<file path="src/rtl/laser_pkg.sv">
// rtl/laser_pkg.sv - shared widths, word type and limits for the laser receive path
package laser_pkg;

    localparam int LASER_BYTE_W = 8;

    typedef logic [2*LASER_BYTE_W-1:0] laser_word_t;

    localparam logic [7:0] DROP_MAX = 8'd255;

endpackage : laser_pkg

</file>
<file path="src/rtl/rise_detect.sv">
// rtl/rise_detect.sv - single-cycle pulse on the 0->1 transition of a level
// Ports:
//   clock   : system clock
//   reset_n : asynchronous active-low reset
//   in      : level input
//   rise    : high for the one cycle where in=1 and its previous sample was 0
module rise_detect #(
    // Seeding the history register with 1 suppresses a pulse for a level
    // that is already high when reset is released.
    parameter logic RESET_VAL = 1'b0
) (
    input  logic clock,
    input  logic reset_n,
    input  logic in,
    output logic rise
);

    logic in_q;

    always_ff @(posedge clock or negedge reset_n) begin
        if (!reset_n) begin
            in_q <= RESET_VAL;
        end else begin
            in_q <= in;
        end
    end

    assign rise = in & ~in_q;

endmodule : rise_detect

</file>
<file path="src/rtl/laser_rx_fifo.sv">
// rtl/laser_rx_fifo.sv - first-word-fall-through buffer for LaserReceiver byte pairs
// Ports:
//   clock, reset_n                 : system clock, asynchronous active-low reset
//   data_valid, data1_in, data2_in : receiver word, queued on the rise of data_valid
//   clear                          : synchronous flush of contents, flags and counters
//   rd_en, rd_data, empty          : FWFT read port; rd_data is 0 while empty
//   full, count                    : occupancy, 0..DEPTH
//   overflow, drop_count           : sticky drop flag, drop counter saturating at 255
//   last_word                      : most recent accepted word, for display
module laser_rx_fifo
    import laser_pkg::*;
#(
    parameter  int DEPTH = 16,
    localparam int CW    = $clog2(DEPTH) + 1
) (
    input  logic                    clock,
    input  logic                    reset_n,
    input  logic                    data_valid,
    input  logic [LASER_BYTE_W-1:0] data1_in,
    input  logic [LASER_BYTE_W-1:0] data2_in,
    input  logic                    clear,
    input  logic                    rd_en,
    output laser_word_t             rd_data,
    output logic                    empty,
    output logic                    full,
    output logic [CW-1:0]           count,
    output logic                    overflow,
    output logic [7:0]              drop_count,
    output laser_word_t             last_word
);

    localparam int AW = CW - 1;

    laser_word_t   mem [DEPTH];
    logic [CW-1:0] wr_ptr;
    logic [CW-1:0] rd_ptr;

    logic push;
    logic do_pop;
    logic do_push;
    logic do_drop;

    laser_word_t in_word;

    // Reset value 1: a data_valid already high at reset release is not a new word.
    rise_detect #(
        .RESET_VAL (1'b1)
    ) u_valid_rise (
        .clock   (clock),
        .reset_n (reset_n),
        .in      (data_valid),
        .rise    (push)
    );

    assign in_word = {data1_in, data2_in};

    // Pointers carry one extra wrap bit so that full and empty are
    // distinguishable and the difference is directly the occupancy.
    assign count = wr_ptr - rd_ptr;
    assign empty = (wr_ptr == rd_ptr);
    assign full  = (count == CW'(DEPTH));

    // A pop in the same cycle frees the head slot, so a push into a full
    // buffer is only dropped when no pop accompanies it.
    assign do_pop  = rd_en & ~empty & ~clear;
    assign do_push = push & (~full | do_pop) & ~clear;
    assign do_drop = push & full & ~do_pop & ~clear;

    always_ff @(posedge clock or negedge reset_n) begin
        if (!reset_n) begin
            wr_ptr     <= '0;
            rd_ptr     <= '0;
            overflow   <= 1'b0;
            drop_count <= '0;
            last_word  <= '0;
        end else if (clear) begin
            wr_ptr     <= '0;
            rd_ptr     <= '0;
            overflow   <= 1'b0;
            drop_count <= '0;
            last_word  <= '0;
        end else begin
            if (do_pop) begin
                rd_ptr <= rd_ptr + CW'(1);
            end
            if (do_push) begin
                wr_ptr    <= wr_ptr + CW'(1);
                last_word <= in_word;
            end
            if (do_drop) begin
                overflow <= 1'b1;
                if (drop_count != DROP_MAX) begin
                    drop_count <= drop_count + 8'd1;
                end
            end
        end
    end

    // Storage is deliberately left without reset; only the pointers define
    // which entries are meaningful.
    always_ff @(posedge clock) begin
        if (do_push) begin
            mem[wr_ptr[AW-1:0]] <= in_word;
        end
    end

    assign rd_data = empty ? laser_word_t'(0) : mem[rd_ptr[AW-1:0]];

endmodule : laser_rx_fifo

</file>
<file path="config.mk">
export PLATFORM = sky130hd
export DESIGN_NAME = laser_rx_fifo
export DESIGN_NICKNAME = d
export VERILOG_FILES = /design/src/rtl/laser_pkg.sv /design/src/rtl/rise_detect.sv /design/src/rtl/laser_rx_fifo.sv
export SDC_FILE = /design/constraint.sdc
export NUM_CORES = 1
export LEC_CHECK = 0
export CAP_MARGIN = 40
export CORE_MARGIN = 5
export CORE_UTILIZATION = 33
export CTS_CLUSTER_DIAMETER = 150
export DETAILED_ROUTE_END_ITERATION = 16
export PLACE_DENSITY = 0.53
export SYNTH_ARGS = -nofsm -noshare
export SYNTH_HDL_FRONTEND = slang
export SYNTH_HIERARCHICAL = 1
export SYNTH_SLANG_ARGS = --single-unit
</file>
<file path="constraint.sdc">
create_clock -name clock -period 9.4 [get_ports clock]
set_input_delay 2.35 -clock clock [delete_from_list [all_inputs] [get_ports clock]]
set_output_delay 2.35 -clock clock [all_outputs]
set_load 0.05 [all_outputs]
</file>
# --- After elaboration in Yosys (flattened, before gate mapping) ---
# Memories as Yosys holds them, arrays and structs flattened.
# Cells that the tools add are included.
# W data, S select, Z words.
classes:
  addsub: 4
  n_eq_ne: 3
  n_mux: 14
  n_bitwise: 14
  n_reduce_logical: 5
ops:
  columns: ["operator", "count"]
  rows:
  - ["$mux W16", 3]
  - ["$mux W8", 3]
  - ["$mux W5", 4]
  - ["$add A5 B1 Y5 const B", 2]
  - ["$add A8 B1 Y8 const B", 1]
  - ["$and A1 B1 Y1", 8]
  - ["$ne A8 B8 Y1 const B", 1]
  - ["$reduce_bool A2 Y1", 4]
  - ["$eq A5 B5 Y1", 1]
  - ["$eq A5 B5 Y1 const B", 1]
  - ["$not A1 Y1", 5]
  - ["$sub A5 B5 Y5", 1]
  - ["$mux W1", 4]
  - ["$reduce_and A2 Y1", 1]
  - ["$or A1 B1 Y1", 1]
word_totals:
  reg_bits: 36
  ram_bits: 256
  inputBits: 21
  out_inout_bits: 48
  word_cells: 47
  n_memories: 1
mem_list:
  columns: ["name", "words", "width", "read_ports", "rd_ports_with_merged_regs", "write_ports", "line", "source"]
  rows:
  - ["mem", 16, 16, 1, 0, 1, "laser_rx_fifo.sv:34", "laser_word_t mem [DEPTH];"]

# --- Logic depth before layout (Yosys ltp) ---
# Gate-level depths: netlist of run 1.
depth:
  word_depth: 9
  mapped_depth: 12
  ltp_nobuf: 10

# --- Cells and area by module ---
# The synthesis of run 1 kept the hierarchy.
by_module_without_submodules:
  columns: ["mod", "instances", "cells_per_inst", "area_each_um2", "seq_area_each_um2"]
  rows:
  - ["laser_rx_fifo", 1, 610, 11832.6, 8563.2]
  - ["rise_detect", 1, 2, 40.0, 26.3]

# --- Worst setup path after synthesis of run 1 ---
# OpenSTA, ideal clock, no wires.
synth_timing:
  path_type: "flip-flop to output port"
  startpoint: "register rd_ptr[2]"
  endpoint: "output rd_data[10]"
  t_arrival_ns: 3.044
  required_time_ns: 7.050
  path_slack_ns: 4.006
  path_stages_with_launch: 9
  path_buffers: 3
  cell_sequence: "dfrtp_1 > clkbuf_1 > clkbuf_1 > inv_1 > ha_1 > nand4_1 > nor2_1 > clkbuf_1 > nor2b_1"
synth_via:
  elab_chain_len: 2
  elab_cells_between_ends: 3
  cone_classes: "eq/ne: 1; mux: 1; memory: 1"
synth_lines:
  columns: ["element", "line", "source"]
  rows:
  - ["start, declared", "laser_rx_fifo.sv:36", "logic [CW-1:0] rd_ptr;"]
  - ["start signal, assigned", "laser_rx_fifo.sv:84", "rd_ptr <= rd_ptr + CW'(1);"]
  - ["$eq A5 B5 Y1", "laser_rx_fifo.sv:60", "assign empty = (wr_ptr == rd_ptr);"]
  - ["named net empty", "laser_rx_fifo.sv:24", "output logic empty,"]
  - ["$mux W16", "laser_rx_fifo.sv:107", "assign rd_data = empty ? laser_word_t'(0) : mem[rd_ptr[AW-1:0]];"]
  - ["end, declared", "laser_rx_fifo.sv:23", "output laser_word_t rd_data,"]
# The timed path passes the listed nets, and every way through them passes these cells.

# --- Worst setup path in the final report of run 1 ---
layout_timing:
  startpoint: "register rd_ptr[0]"
  endpoint: "output full"
layout_via:
  elab_chain_len: 2
layout_lines:
  columns: ["element", "line", "source"]
  rows:
  - ["$sub A5 B5 Y5", "laser_rx_fifo.sv:59", "assign count = wr_ptr - rd_ptr;"]
  - ["$eq A5 B5 Y1", "laser_rx_fifo.sv:61", "assign full = (count == CW'(DEPTH));"]
  - ["end, declared", "laser_rx_fifo.sv:25", "output logic full,"]
# No other way between the ends.

==> results of run 1 <==
## state kept, by name, indices dropped and copies added, names as in the netlist
name,cells
drop_count,8
u_valid_rise/in_q,1
wr_ptr,5
overflow,1
rd_ptr,5
mem,256
last_word,16
## through the flow
stage / setup slack, ps / util / instance area [sq um]
6_report: 2870 / 0.400 / 14200
3_5_place_dp: 3440 / 0.374 / 13300
4_1_cts: 2830 / 0.400 / 14200
3_3_place_gp: 3420 / 0.371 / 13200
2_1_floorplan: 4010 / - / 11900
5_1_grt: 2570 / 0.400 / 14200
## power by group
| part | internal, mW | switching, mW |
|---|---|---|
| clock | 0.634 | 0.478 |
| combinational | 0.214 | 0.303 |
| sequential | 1.43 | 0.0212 |
| total | 2.27 | 0.802 |
## per-layer routing
layer | vias to the layer above | wire (um)
met1 | 3271 | 11700
met3 | 42 | 1650
met2 | 183 | 13700
li1 | 2659 | -
met5 | - | 0
met4 | 0 | 511
## worst min-delay path by stage
stage / from / endpoint / depth (start not counted) / slack (ps)
floorplan: rd_ptr[4] / rd_ptr[4] / 2 / 560
global placement: overflow / overflow / 2 / 500
detailed placement: overflow / overflow / 2 / 490
CTS: overflow / overflow / 2 / 520
global route: overflow / overflow / 2 / 550
finish: overflow / overflow / 2 / 510
## logic make-up (layout without fill, tap and decap cells)
| logic type | after synthesis | in the layout | share of synthesized area |
|---|---|---|---|
| AOI/OAI and AO/OA | 34 | 34 | 0.0198 |
| adders and majority gates | 11 | 11 | 0.0122 |
| muxes | 99 | 99 | 0.168 |
| xor gates and xnor gates | 5 | 5 | 0.00432 |
| and+or+nand+nor | 125 | 125 | 0.0530 |
| DFF | 292 | 292 | 0.723 |
| buffers and inverters | 46 | 166 | 0.0191 |
## cells in the final DEF, fill, tap and decap left out, types with 3 or more instances in the layout
cell,n
clkdlybuf4s50_1,67
nor2b_1,17
mux4_2,80
inv_1,11
nand2_1,44
dfrtp_1,33
nor3_2,12
nor3_1,5
nor4_2,4
ha_1,10
clkbuf_1,10
or3_1,4
buf_4,25
o31ai_1,5
clkbuf_16,31
mux2_2,3
mux2i_1,16
o21ai_0,3
edfxtp_1,256
clkinv_1,4
a21oi_1,13
clkinv_2,7
nor2_1,13
nand4_1,3
nand3_1,8
or4_1,4
## final cells by class
| cell class | instances | area, sq um |
|---|---|---|
| Inverter | 12 | 45.0 |
| Tap cell | 461 | 577 |
| Multi-Input combinational cell | 274 | 3150 |
| Clock inverter | 16 | 113 |
| Clock buffer | 41 | 813 |
| Sequential cell | 292 | 8590 |
| Timing Repair Buffer | 97 | 943 |
| Fill cell | 3203 | 21300 |
## worst max-delay path: cells and delay by family, from the launching register on
kind | cells | cell delay [ps]
XOR/XNOR | 1 | 180
AND/OR/NAND/NOR | 1 | 200
buffers and inverters | 3 | 1340
AO/OA/AOI/OAI | 1 | 500
flip-flops | 1 | 740
adder cells (fa/ha/maj) | 2 | 660
==> run metrics, run 1 <==
outcome finished clean; Most Used Layer, Global Route met2; drt wl/cell 23.2 um; # rows 69; number of nets in the layout 740; synthesized area per cell 19.4 sq um; routed vias/inst 5.16; Die W 200 um; max_slew headroom 0.379; final setup TNS 0 ps; Worst EP required 7050 ps; Synth Cell Area 11900 sq um; Synth top cells by count edfxtp_1 (256), mux4_2 (80), nand2_1 (44); Setup crit start rd_ptr[0]; worst reg2reg path startpoint rd_ptr[3]; Power Total 3.08 mW; Hold Path Class flip-flop to flip-flop; initial antenna violation count 0; Synth area leaders edfxtp_1 (65%), mux4_2 (15%), dfrtp_1 (7.4%), nand2_1 (1.4%), mux2i_1 (1.3%); Slew Limit Fails 0; # diodes 0; leakage power 4.54 nW; ys flop type edfxtp_1; GRT Overall Usage 0.139; drt first-iter violations 390; RSZ-0062 raised after global routing false; cts hold-fix bufs 0; Async S/R FF share, synth 0.123; Period minus WS final 6530 ps; R2R Setup Slk 5070 ps; DP HPWL 16.9 mm; Final Setup Violations 0; first-pass GRT wire length 41.5 mm; reg-to-reg endpoint mem[6][15]; met3 Track Usage GR 0.0268; DR DRC count 0; Die Ht 200 um; CP endpoint kind output port; share of cells above drive strength 1 0.251; Clock Skew 24.3 ps; sequential area share after synthesis 0.723; Core Area 35600 sq um; final hold slack 514 ps; Port Buffers 68; EDFF count, synth 256; Pre-Repair DR Iteration Count 5; worst-margin pin slew 931 ps; CTS clk-pin slew, worst paths 60 ps; Max Root-Sink Buffers 3; Critical Path, Cell by Cell ha_1 -> inv_1 -> fa_1 -> xor2_1 -> nor3_1 -> o2111ai_2 -> inv_1 -> clkdlybuf4s50_1; CTS tree yes; Synth Warn # 6; peak supply drop 0.149 mV; Synth top area share 0.647; R2R depth 7; dpl cells 1136; # Max-Cap Violations 0; P&R area growth vs syn 19.9%; number of global-route vias before repair 6469; Yosys reg bits 292; initial core utilization 0.334; ANT nets after route 0; CTS Root Cell clkbuf_16; grt met2 use 0.233; most frequent CP cell inv_1; Detailed Route WL 27.7 mm; power density cells 216 nW/um^2; CP max FO 24; kind of critical path flip-flop to output port; Final period util 0.695; Synth area leader edfxtp_1; Netlist cell types 50; total gr overflow 0; cell count after synthesis 612; Worst path slowest cell clkdlybuf4s50_1; CTS buffer count 31; GR Util met1 0.189; Worst setup endpoint full; crit-path max cell delay 870 ps; count leader, synth edfxtp_1; CTS resizes 0; largest net degree at the start of global routing 45; # IOs 69; worst-skew pair later-pin latency 550 ps; nature of the critical path startpoint flip-flop; Synth Net Count 644; die footprint 39900 sq um; H-Tree Depth 1; Final Wtd Congestion 0.743; arrival time worst endpoint 4180 ps; routed via count 6155; Sink Count 292; Final Hold Fails 0; final cell count without fillers 1193; Max Clk Rate 153 MHz; Post CTS Setup Buffer Count 0
Note: power is estimated with default switching activity, not from simulation.
==> run 2: changes to the inputs <==
==> constraint.sdc (replaced) <==
create_clock -name clock -period 6.4 [get_ports clock]
set_input_delay 1.6 -clock clock [delete_from_list [all_inputs] [get_ports clock]]
set_output_delay 1.6 -clock clock [all_outputs]
set_load 0.05 [all_outputs]
==> run metrics, run 2 (synthesis gave the netlist of run 1 again) <==
CTS buffer count 31; post-route cell area 14200 sq um; DP HPWL 16.6 mm; number of global-route vias before repair 6598; reg-to-reg endpoint mem[15][11]; R2R Setup Slk 2630 ps; Final Wtd Congestion 0.768; GRT Overall Usage 0.143; Die Ht 200 um; CP max FO 24; H-Tree Depth 1; # diodes 0; number of nets in the layout 743; Period minus WS final 5660 ps; crit-path max cell delay 860 ps; Slew Limit Fails 0; Worst path slowest cell clkdlybuf4s50_1; worst reg2reg path startpoint rd_ptr[1]; final setup TNS 0 ps; # IOs 69; Post CTS Setup Buffer Count 0; Die W 200 um; Power Total 4.54 mW; drt first-iter violations 445; CTS resizes 0; kind of critical path flip-flop to output port; most frequent CP cell inv_1; routed vias/inst 5.20; arrival time worst endpoint 4060 ps; worst-skew pair later-pin latency 550 ps; total gr overflow 0; Detailed Route WL 28.5 mm; CTS tree yes; DR DRC count 0; initial antenna violation count 0; # Max-Cap Violations 0; # rows 69; Hold Path Class flip-flop to flip-flop; largest net degree at the start of global routing 46; Clock Skew 11.5 ps; R2R depth 9; hold path depth 2; first-pass GRT wire length 42.5 mm; final hold slack 534 ps; WHS Endpoint last_word[12]; CP endpoint kind output port; Post-DP Area 13300 sq um; Final Setup Violations 0; max_slew headroom 0.457; most frequent cells in the layout edfxtp_1 (256), mux4_2 (80), clkdlybuf4s50_1 (67); cts hold-fix bufs 0; Sink Count 292; WL met1 12.1 mm; die footprint 39900 sq um; Port Buffers 68; Pre-Repair DR Iteration Count 5; share of cells above drive strength 1 0.254; ANT nets after route 0; peak supply drop 0.194 mV; Max Clk Rate 177 MHz; max reg flops 256; nature of the critical path startpoint flip-flop; P&R area growth vs syn 20.0%; met3 WL 1.66 mm; power density cells 318 nW/um^2; outcome finished clean; Max Used Layer met4; CTS Root Cell clkbuf_16; worst-margin pin slew 814 ps; drt wl/cell 23.8 um; routed via count 6224; Final Hold Fails 0; Met2 Wirelength 13.9 mm; Final period util 0.884; Max Root-Sink Buffers 3; CTS clk-pin slew, worst paths 60 ps; Core Area 35600 sq um; commonest non-fill, non-tap cell in the layout edfxtp_1; Worst EP required 4800 ps; initial core utilization 0.334; leakage power 4.56 nW; start point of the worst hold path last_word[12]; RSZ-0062 raised after global routing false; Critical Path, Cell by Cell inv_1 -> fa_1 -> xor2_1 -> nor3_1 -> o2111ai_2 -> inv_1 -> clkdlybuf4s50_1
## run 2: layer usage
metal  global-route usage  vias up
li1                     -     2675
met1                0.198     3283
met2                0.234      209
met3               0.0261       57
met4               0.0420        0
met5                    0        -
## run 2: metrics by stage
stage	util	cells	setup slack (ps)
finish	0.401	1196	740
global route	0.401	1196	523
CTS	0.401	1196	714
detailed placement	0.374	1139	1330
global placement	0.373	1136	1450
floorplan	-	612	1550
## run 2: layout make-up
| class | instances | area, sq um |
|---|---|---|
| Fill cell | 3210 | 21300 |
| Sequential cell | 292 | 8590 |
| Multi-Input combinational cell | 274 | 3150 |
| Timing Repair Buffer | 100 | 953 |
| Clock buffer | 40 | 810 |
| Tap cell | 461 | 577 |
| Clock inverter | 17 | 120 |
| Inverter | 12 | 45.0 |
## run 2: report_power, final
| group | switching [mW] | total, mW | leakage [nW] | internal [mW] |
|---|---|---|---|---|
| Clock | 0.720 | 1.65 | 0.452 | 0.933 |
| Sequential | 0.0284 | 2.12 | 2.79 | 2.09 |
| Combinational | 0.452 | 0.761 | 1.31 | 0.309 |
## run 2: how the worst max path moves through the flow
stage / from / endpoint / slack, ps / depth (start not counted)
final: rd_ptr[1] / full / 740 / 7
after CTS: rd_ptr[1] / full / 710 / 7
after floorplan: rd_ptr[1] / mem[0][0] / 1550 / 10
after detailed placement: rd_ptr[1] / full / 1330 / 7
after global routing: rd_ptr[1] / full / 520 / 7
after global placement: rd_ptr[1] / full / 1450 / 7
## run 2: worst max-delay path, delay by kind of cell (launching register included)
family | cells | cell delay (ps)
adder cells (fa/ha/maj) | 1 | 470
AND/OR/NAND/NOR | 1 | 190
XOR/XNOR | 1 | 180
flip-flops | 1 | 770
AO/OA/AOI/OAI | 1 | 480
buffers and inverters | 3 | 1410
